`src/rtl/washer_seq_ctrl.sv`:
```
// Programmable washer sequencer: fill/wash/drain rounds, spin, final drain, door pause/resume, done pulse.
// Optional macro FILL_DRAIN_TIMEOUT_EN adds fill/drain timeouts with a sticky coded fault; without it FAULT is unreachable.
module washer_seq_ctrl #(
    parameter int TW          = 8,
    parameter int RW          = 3,
    parameter int T_FILL_MAX  = 200,
    parameter int T_DRAIN_MAX = 200
) (
    input  logic          clk,
    input  logic          rstn,
    input  logic          start,
    input  logic          cancel,
    input  logic          door_open,
    input  logic          water_full,
    input  logic          drained,
    input  logic          dry_sensor,
    input  logic [TW-1:0] cfg_wash_time,
    input  logic [TW-1:0] cfg_spin_time,
    input  logic [RW-1:0] cfg_rounds,
    output logic          water_fill,
    output logic          motor_wash,
    output logic          motor_spin,
    output logic          drain,
    output logic          fault,
    output logic [1:0]    fault_code,
    output logic          done,
    output logic [2:0]    phase,
    output logic [RW-1:0] rounds_left
);
    typedef enum logic [2:0] {
        S_IDLE   = 3'd0,
        S_FILL   = 3'd1,
        S_WASH   = 3'd2,
        S_DRAIN  = 3'd3,
        S_SPIN   = 3'd4,
        S_FDRAIN = 3'd5,
        S_PAUSE  = 3'd6,
        S_FAULT  = 3'd7
    } state_t;

    localparam logic [TW-1:0] T_ONE     = TW'(1);
    localparam logic [RW-1:0] R_ONE     = RW'(1);
    localparam logic [TW-1:0] FILL_LIM  = TW'(T_FILL_MAX);
    localparam logic [TW-1:0] DRAIN_LIM = TW'(T_DRAIN_MAX);

    state_t        state;
    state_t        saved_state;
    logic [TW-1:0] timer;
    logic [TW-1:0] wash_len;
    logic [TW-1:0] spin_len;
    logic [TW-1:0] cnt_lim;
    logic [TW-1:0] timer_up;
    logic [TW-1:0] timer_dn;
    logic          fill_to;
    logic          drain_to;
    logic          timeout;

    // Up-counting phases saturate at their timeout limit; countdown phases floor at zero.
    assign cnt_lim  = (state == S_FILL) ? FILL_LIM : DRAIN_LIM;
    assign timer_up = (timer >= cnt_lim) ? timer : timer + T_ONE;
    assign timer_dn = (timer == '0) ? timer : timer - T_ONE;

`ifdef FILL_DRAIN_TIMEOUT_EN
    localparam logic [TW-1:0] FILL_LAST  = TW'(T_FILL_MAX - 1);
    localparam logic [TW-1:0] DRAIN_LAST = TW'(T_DRAIN_MAX - 1);

    assign fill_to  = (state == S_FILL) && !water_full && (timer >= FILL_LAST);
    assign drain_to = ((state == S_DRAIN) || (state == S_FDRAIN)) && !drained && (timer >= DRAIN_LAST);

    always_ff @(posedge clk or negedge rstn) begin
        if (!rstn) begin
            fault      <= 1'b0;
            fault_code <= 2'd0;
        end else if (cancel && (state != S_IDLE)) begin
            fault      <= 1'b0;
            fault_code <= 2'd0;
        end else if (fill_to) begin
            fault      <= 1'b1;
            fault_code <= 2'd1;
        end else if (drain_to) begin
            fault      <= 1'b1;
            fault_code <= 2'd2;
        end
    end
`else
    assign fill_to    = 1'b0;
    assign drain_to   = 1'b0;
    assign fault      = 1'b0;
    assign fault_code = 2'd0;
`endif

    assign timeout = fill_to || drain_to;

    always_ff @(posedge clk or negedge rstn) begin
        if (!rstn) begin
            state       <= S_IDLE;
            saved_state <= S_IDLE;
            timer       <= '0;
            wash_len    <= T_ONE;
            spin_len    <= T_ONE;
            rounds_left <= '0;
            done        <= 1'b0;
        end else begin
            done <= 1'b0;
            if (state == S_IDLE) begin
                if (start && !cancel && !door_open) begin
                    state       <= S_FILL;
                    timer       <= '0;
                    wash_len    <= (cfg_wash_time == '0) ? T_ONE : cfg_wash_time;
                    spin_len    <= (cfg_spin_time == '0) ? T_ONE : cfg_spin_time;
                    rounds_left <= (cfg_rounds == '0) ? R_ONE : cfg_rounds;
                end
            end else if (cancel) begin
                state       <= S_IDLE;
                timer       <= '0;
                rounds_left <= '0;
            end else if (timeout) begin
                state <= S_FAULT;
            end else if (door_open && (state != S_PAUSE) && (state != S_FAULT)) begin
                // The cycle in which the door opens still counts; any completion is re-judged on resume.
                saved_state <= state;
                state       <= S_PAUSE;
                if ((state == S_WASH) || (state == S_SPIN)) begin
                    timer <= timer_dn;
                end else begin
                    timer <= timer_up;
                end
            end else begin
                case (state)
                    S_FILL: begin
                        if (water_full) begin
                            state <= S_WASH;
                            timer <= wash_len;
                        end else begin
                            timer <= timer_up;
                        end
                    end
                    S_WASH: begin
                        if (timer <= T_ONE) begin
                            state <= S_DRAIN;
                            timer <= '0;
                        end else begin
                            timer <= timer_dn;
                        end
                    end
                    S_DRAIN: begin
                        if (drained) begin
                            if (rounds_left > R_ONE) begin
                                rounds_left <= rounds_left - R_ONE;
                                state       <= S_FILL;
                                timer       <= '0;
                            end else begin
                                state <= S_SPIN;
                                timer <= spin_len;
                            end
                        end else begin
                            timer <= timer_up;
                        end
                    end
                    S_SPIN: begin
                        if (dry_sensor || (timer <= T_ONE)) begin
                            state <= S_FDRAIN;
                            timer <= '0;
                        end else begin
                            timer <= timer_dn;
                        end
                    end
                    S_FDRAIN: begin
                        if (drained) begin
                            state       <= S_IDLE;
                            timer       <= '0;
                            rounds_left <= '0;
                            done        <= 1'b1;
                        end else begin
                            timer <= timer_up;
                        end
                    end
                    S_PAUSE: begin
                        if (!door_open) begin
                            state <= saved_state;
                        end
                    end
                    default: ;
                endcase
            end
        end
    end

    assign phase      = state;
    assign water_fill = (state == S_FILL);
    assign motor_wash = (state == S_WASH);
    assign motor_spin = (state == S_SPIN);
    assign drain      = (state == S_DRAIN) || (state == S_FDRAIN);

endmodule
```
`config.mk`:
```
export PLATFORM = sky130hd
export DESIGN_NAME = washer_seq_ctrl
export DESIGN_NICKNAME = d
export VERILOG_FILES = /design/src/rtl/washer_seq_ctrl.sv
export SDC_FILE = /design/constraint.sdc
export NUM_CORES = 1
export LEC_CHECK = 0
export ABC_AREA = 1
export BUFFER_PORTS_ARGS = -buffer_cell sky130_fd_sc_hd__buf_2
export CAP_MARGIN = 15
export CELL_PAD_IN_SITES_DETAIL_PLACEMENT = 2
export CELL_PAD_IN_SITES_GLOBAL_PLACEMENT = 2
export CORE_ASPECT_RATIO = 0.7
export CORE_MARGIN = 2
export CORE_UTILIZATION = 28
export CTS_BUF_LIST = sky130_fd_sc_hd__clkbuf_8
export CTS_CLUSTER_SIZE = 40
export DETAILED_ROUTE_END_ITERATION = 7
export GPL_ROUTABILITY_DRIVEN = 0
export PLACE_DENSITY_LB_ADDON = 0.1
export SYNTH_ARGS = -nofsm -noshare
export SYNTH_HDL_FRONTEND = slang
export SYNTH_SLANG_ARGS = --single-unit
```
`constraint.sdc`:
```
create_clock -name clk -period 1.6 [get_ports clk]
set_input_delay 0.24 -clock clk [delete_from_list [all_inputs] [get_ports clk]]
set_output_delay 0.24 -clock clk [all_outputs]
set_load 0.1 [all_outputs]
```
==> metrics.md <==
| Metric | Value |
|---|---|
| Result of the run | `finished with violations` |
| Violated checks | `setup timing` |
| Register area share after synthesis | `a little under a third` |
| Most frequent cell on the critical path | `nand2_1` |
| Total area of multi-input combinational cells | `about 2100 sq um` |
| Post-detail-place hpwl | `9806 um` |
| Predominant post-synthesis flop cell | `dfrtp_1` |
| Average via count per standard cell | `5.466` |
| Largest net degree at the start of global routing | `24` |
| Overall overflow remaining after global route | `0` |
| Data arrival time of the critical path | `~2.3 ns` |
| Power density relative to cell area | `between 2000 and 2500 nW/um^2` |
| Diode insertion count for antenna repair | `0` |
| Syn Std Cell Area | `between 2000 and 3000 sq um` |
| Fraction of final layout cells sized beyond drive strength 1 | `between 50% and 60%` |
| Least-Margin Pin Slew | `~0.52 ns` |
| Depth of the worst register-to-register path | `13` |
| Deepest level of the CTS H-tree | `2` |
| Number of clock sinks seen by CTS | `34` |
| Worst Setup Path Type | `flip-flop to flip-flop` |
| Crit share post-route | `129.0%` |
| Largest incremental delay on the critical path | `0.50 ns` |
| Worst min-delay path category | `primary input to flip-flop` |
| Count of final hold-check violations | `0` |
| TNS Setup | `-6.279 ns` |
| Routed wire length per instance | `26.54 um` |
| Number of enable-type register cells in the synthesized netlist | `0` |
| Number of nets with antenna violations after routing | `0` |
| Chip Height | `approximately 86 um` |
| Element type at the critical path start | `flip-flop` |
| Count leader, synth | `nand2_1` |
| Worst endpoint required time | `roughly 1.8 ns` |
| Biggest area contributors in the synthesized netlist | `dfrtp_1 (30%), nand2_1 (21%), inv_1 (6.6%), nand3_1 (6.3%), o21ai_0 (5.8%)` |
| Number of buffers inserted by port buffering | `37` |
| Antenna violations before repair | `0` |
| Worst slew margin | `64.84%` |
| Top cell types by occurrence after synthesis | `nand2_1 (147), inv_1 (47), nor2_1 (37), nand3_1 (34), dfrtp_1 (32)` |
| Fraction of registers with async set/reset | `between 90% and 100%` |
| Area grow syn2layout | `73.99%` |
| Final critical-path required period | `2.063 ns` |
| Die area | `roughly 10,000 sq um` |
| Synthesized instance count | `around 430` |
| Vias after detailed routing | `3,777` |
| Io pins | `between 40 and 50` |
| First-pass iteration count of the detailed router | `5` |
| Depth of the worst hold-timing path | `3` |
| Master of the slowest instance on the critical path | `dfrtp_1` |
| CTS buffer count | `5` |
| Clock tree from TritonCTS | `built` |
| Final setup violation count | `38` |
| Routed Wire Length | `~18,000 um` |
| Overall global routing resource usage | `between 20% and 30%` |
| Number of design-rule violations left by the first detailed-router iteration | `approximately 270` |
| Final nets | `between 500 and 600` |
| CP max FO | `4` |
| Effective utilization at floorplan | `29.29%` |
| Post-synthesis register bit count | `34` |
| Peak Freq | `between 0.4 and 0.5 GHz` |
| Clk_lat worst skew | `between 0.3 and 0.4 ns` |
| CTS clock-pin slew for the worst setup and hold paths | `about 0.08 ns` |
| Max Root-Sink Buffers | `2` |
| Leakage dissipation | `approximately 0.0023 uW` |
| Finished Core Util | `50.96%` |
| Maximum clock skew at final layout | `between 0.015 and 0.02 ns` |
| Wire length of the first global-routing pass | `~22,000 um` |
| Setup slack after layout | `-0.4635 ns` |
| DRC violations left | `0` |
| Placement Rows | `29` |
| VDD IR-drop max | `roughly 1.1 mV` |
| Sequential cell area | `just under 900 sq um` |
| Die X-Extent | `121.1 um` |
| Cell chain of the critical path | `inv_2, buf_4, nand2_1, nor2_2, nand2_1, nor2_2, nor2_4, nand3_1, nand3_1, nand2_1, nand2_1, nand2_1, nand2_1` |
| Vias in the first global route | `3,920` |
| Number of filler cells placed in the layout | `1,010` |
| Synth warnings | `0` |
| Cell variety after synth | `35` |
| Fraction of post-synthesis cell area in the top cell type by area | `just under 30%` |
| Max-cap violation count | `0` |
| Number of max-slew violations in the final report | `0` |
| Endpoint kind of the worst setup timing path | `flip-flop` |
| Core Region | `9180 sq um` |
| Dominant cell type by area after synthesis | `dfrtp_1` |
| Setup repair after global routing missed its margin | `yes` |
| Clk Tree Root Cell | `clkbuf_8` |
| Avg Cell Area, Syn | `approximately 6.3 sq um` |
cell families (layout without fill, tap and decap cells):
group           after synthesis  count (layout)  synth area share [%]
simple gates                247             247                 39.41
compound gates               70              70                 14.15
buf+inv                      68             205                 11.26
flops                        34              34                 31.74
fa+ha+maj                     5               5                 2.327
xor+xnor                      3               3                0.9774
other cells                   1               3                0.1395
stage by stage:
stage / total power, uW / area (sq um) / setup WS, ns / instances / hold WS [ns]
global route: 10540 / 4678 / -0.5151 / 691 / 0.1877
finish: 10170 / 4678 / -0.4635 / 691 / 0.1457
floorplan: 4590 / 2765 / -0.3221 / 430 / -0.05559
CTS: 8415 / 4193 / -0.1291 / 672 / 0.1513
global placement: 6507 / 3632 / -0.2055 / 651 / 0.1847
detailed placement: 6755 / 3632 / -0.3266 / 651 / 0.1909
worst paths after layout:
path / slack [ns] / to / start
worst min register to register: 0.52 / wash_len[3]$_DFFE_PN0P_ / wash_len[3]$_DFFE_PN0P_
worst max register to register: -0.46 / timer[7]$_DFFE_PN0P_ / timer[1]$_DFFE_PN0P_
max in group asynchronous: 0.63 / spin_len[0]$_DFFE_PN1P_ / rstn
worst max-delay path: -0.46 / timer[7]$_DFFE_PN0P_ / timer[1]$_DFFE_PN0P_
min in group asynchronous: 0.41 / timer[6]$_DFFE_PN0P_ / rstn
worst min-delay path: 0.15 / spin_len[2]$_DFFE_PN0P_ / cfg_spin_time[2]
cells in the final DEF (no fill, tap or decap), drive strengths merged:
master / instances
o21ai: 37
nor2: 41
o21bai: 2
inv: 51
clkinvlp: 3
clkinv: 2
nand3b: 1
dfrtp: 32
nor3: 6
dlygate4sd3: 1
o211ai: 3
nand3: 37
nor4: 3
a21oi: 22
or2: 3
ha: 5
buf: 141
a31oi: 1
nand2: 153
nand4: 3
a41oi: 1
o22ai: 4
conb: 3
clkbuf: 7
xor2: 3
dfstp: 2
timing repair:
item	4_1_cts	5_1_grt
endpoints found under the setup margin	35	28
cloned	1	2
resized for setup	114	91
setup buffers	13	18
endpoints found under the hold margin	11	0
pin swaps	31	40
hold buffers	1	0
area by class of cell:
type	instances	area share, %
inverters	54	5.269
multi-input cells	328	44.34
clock buffers	5	1.471
repair buffers	144	26.66
flip-flops and latches	34	18.72
well taps	124	3.316
clock inverters	2	0.2140
where the power goes:
group / leakage, uW / internal, uW / total, uW / switching [uW]
Sequential: 0.000417 / 1260 / 1740 / 470
Clock: 0.0000438 / 294 / 712 / 419
Combinational: 0.00180 / 2860 / 7730 / 4870
Total: 0.00226 / 4410 / 10200 / 5760
metal layers:
metal  up-vias  global-route usage, %  part of all wire, %
met2       127                  48.16                   50
li1       1641                      -                    -
met4         0                  4.123                  3.1
met1      1963                  37.45                   43
met3        46                  4.056                  4.2
met5         -                      0                    0
sequential cells by signal (all words and copies together), names as in the netlist:
register / flops
spin_len: 8
timer: 8
wash_len: 8
phase: 3
rounds_left: 3
saved_state: 3
done: 1
worst max-delay path: cells and delay by family (launching register included):
kind | cells | cell delay (ns)
flops | 1 | 0.50
buf+inv | 2 | 0.33
simple gates | 11 | 1.11
Power figures use the tool's default switching activity.
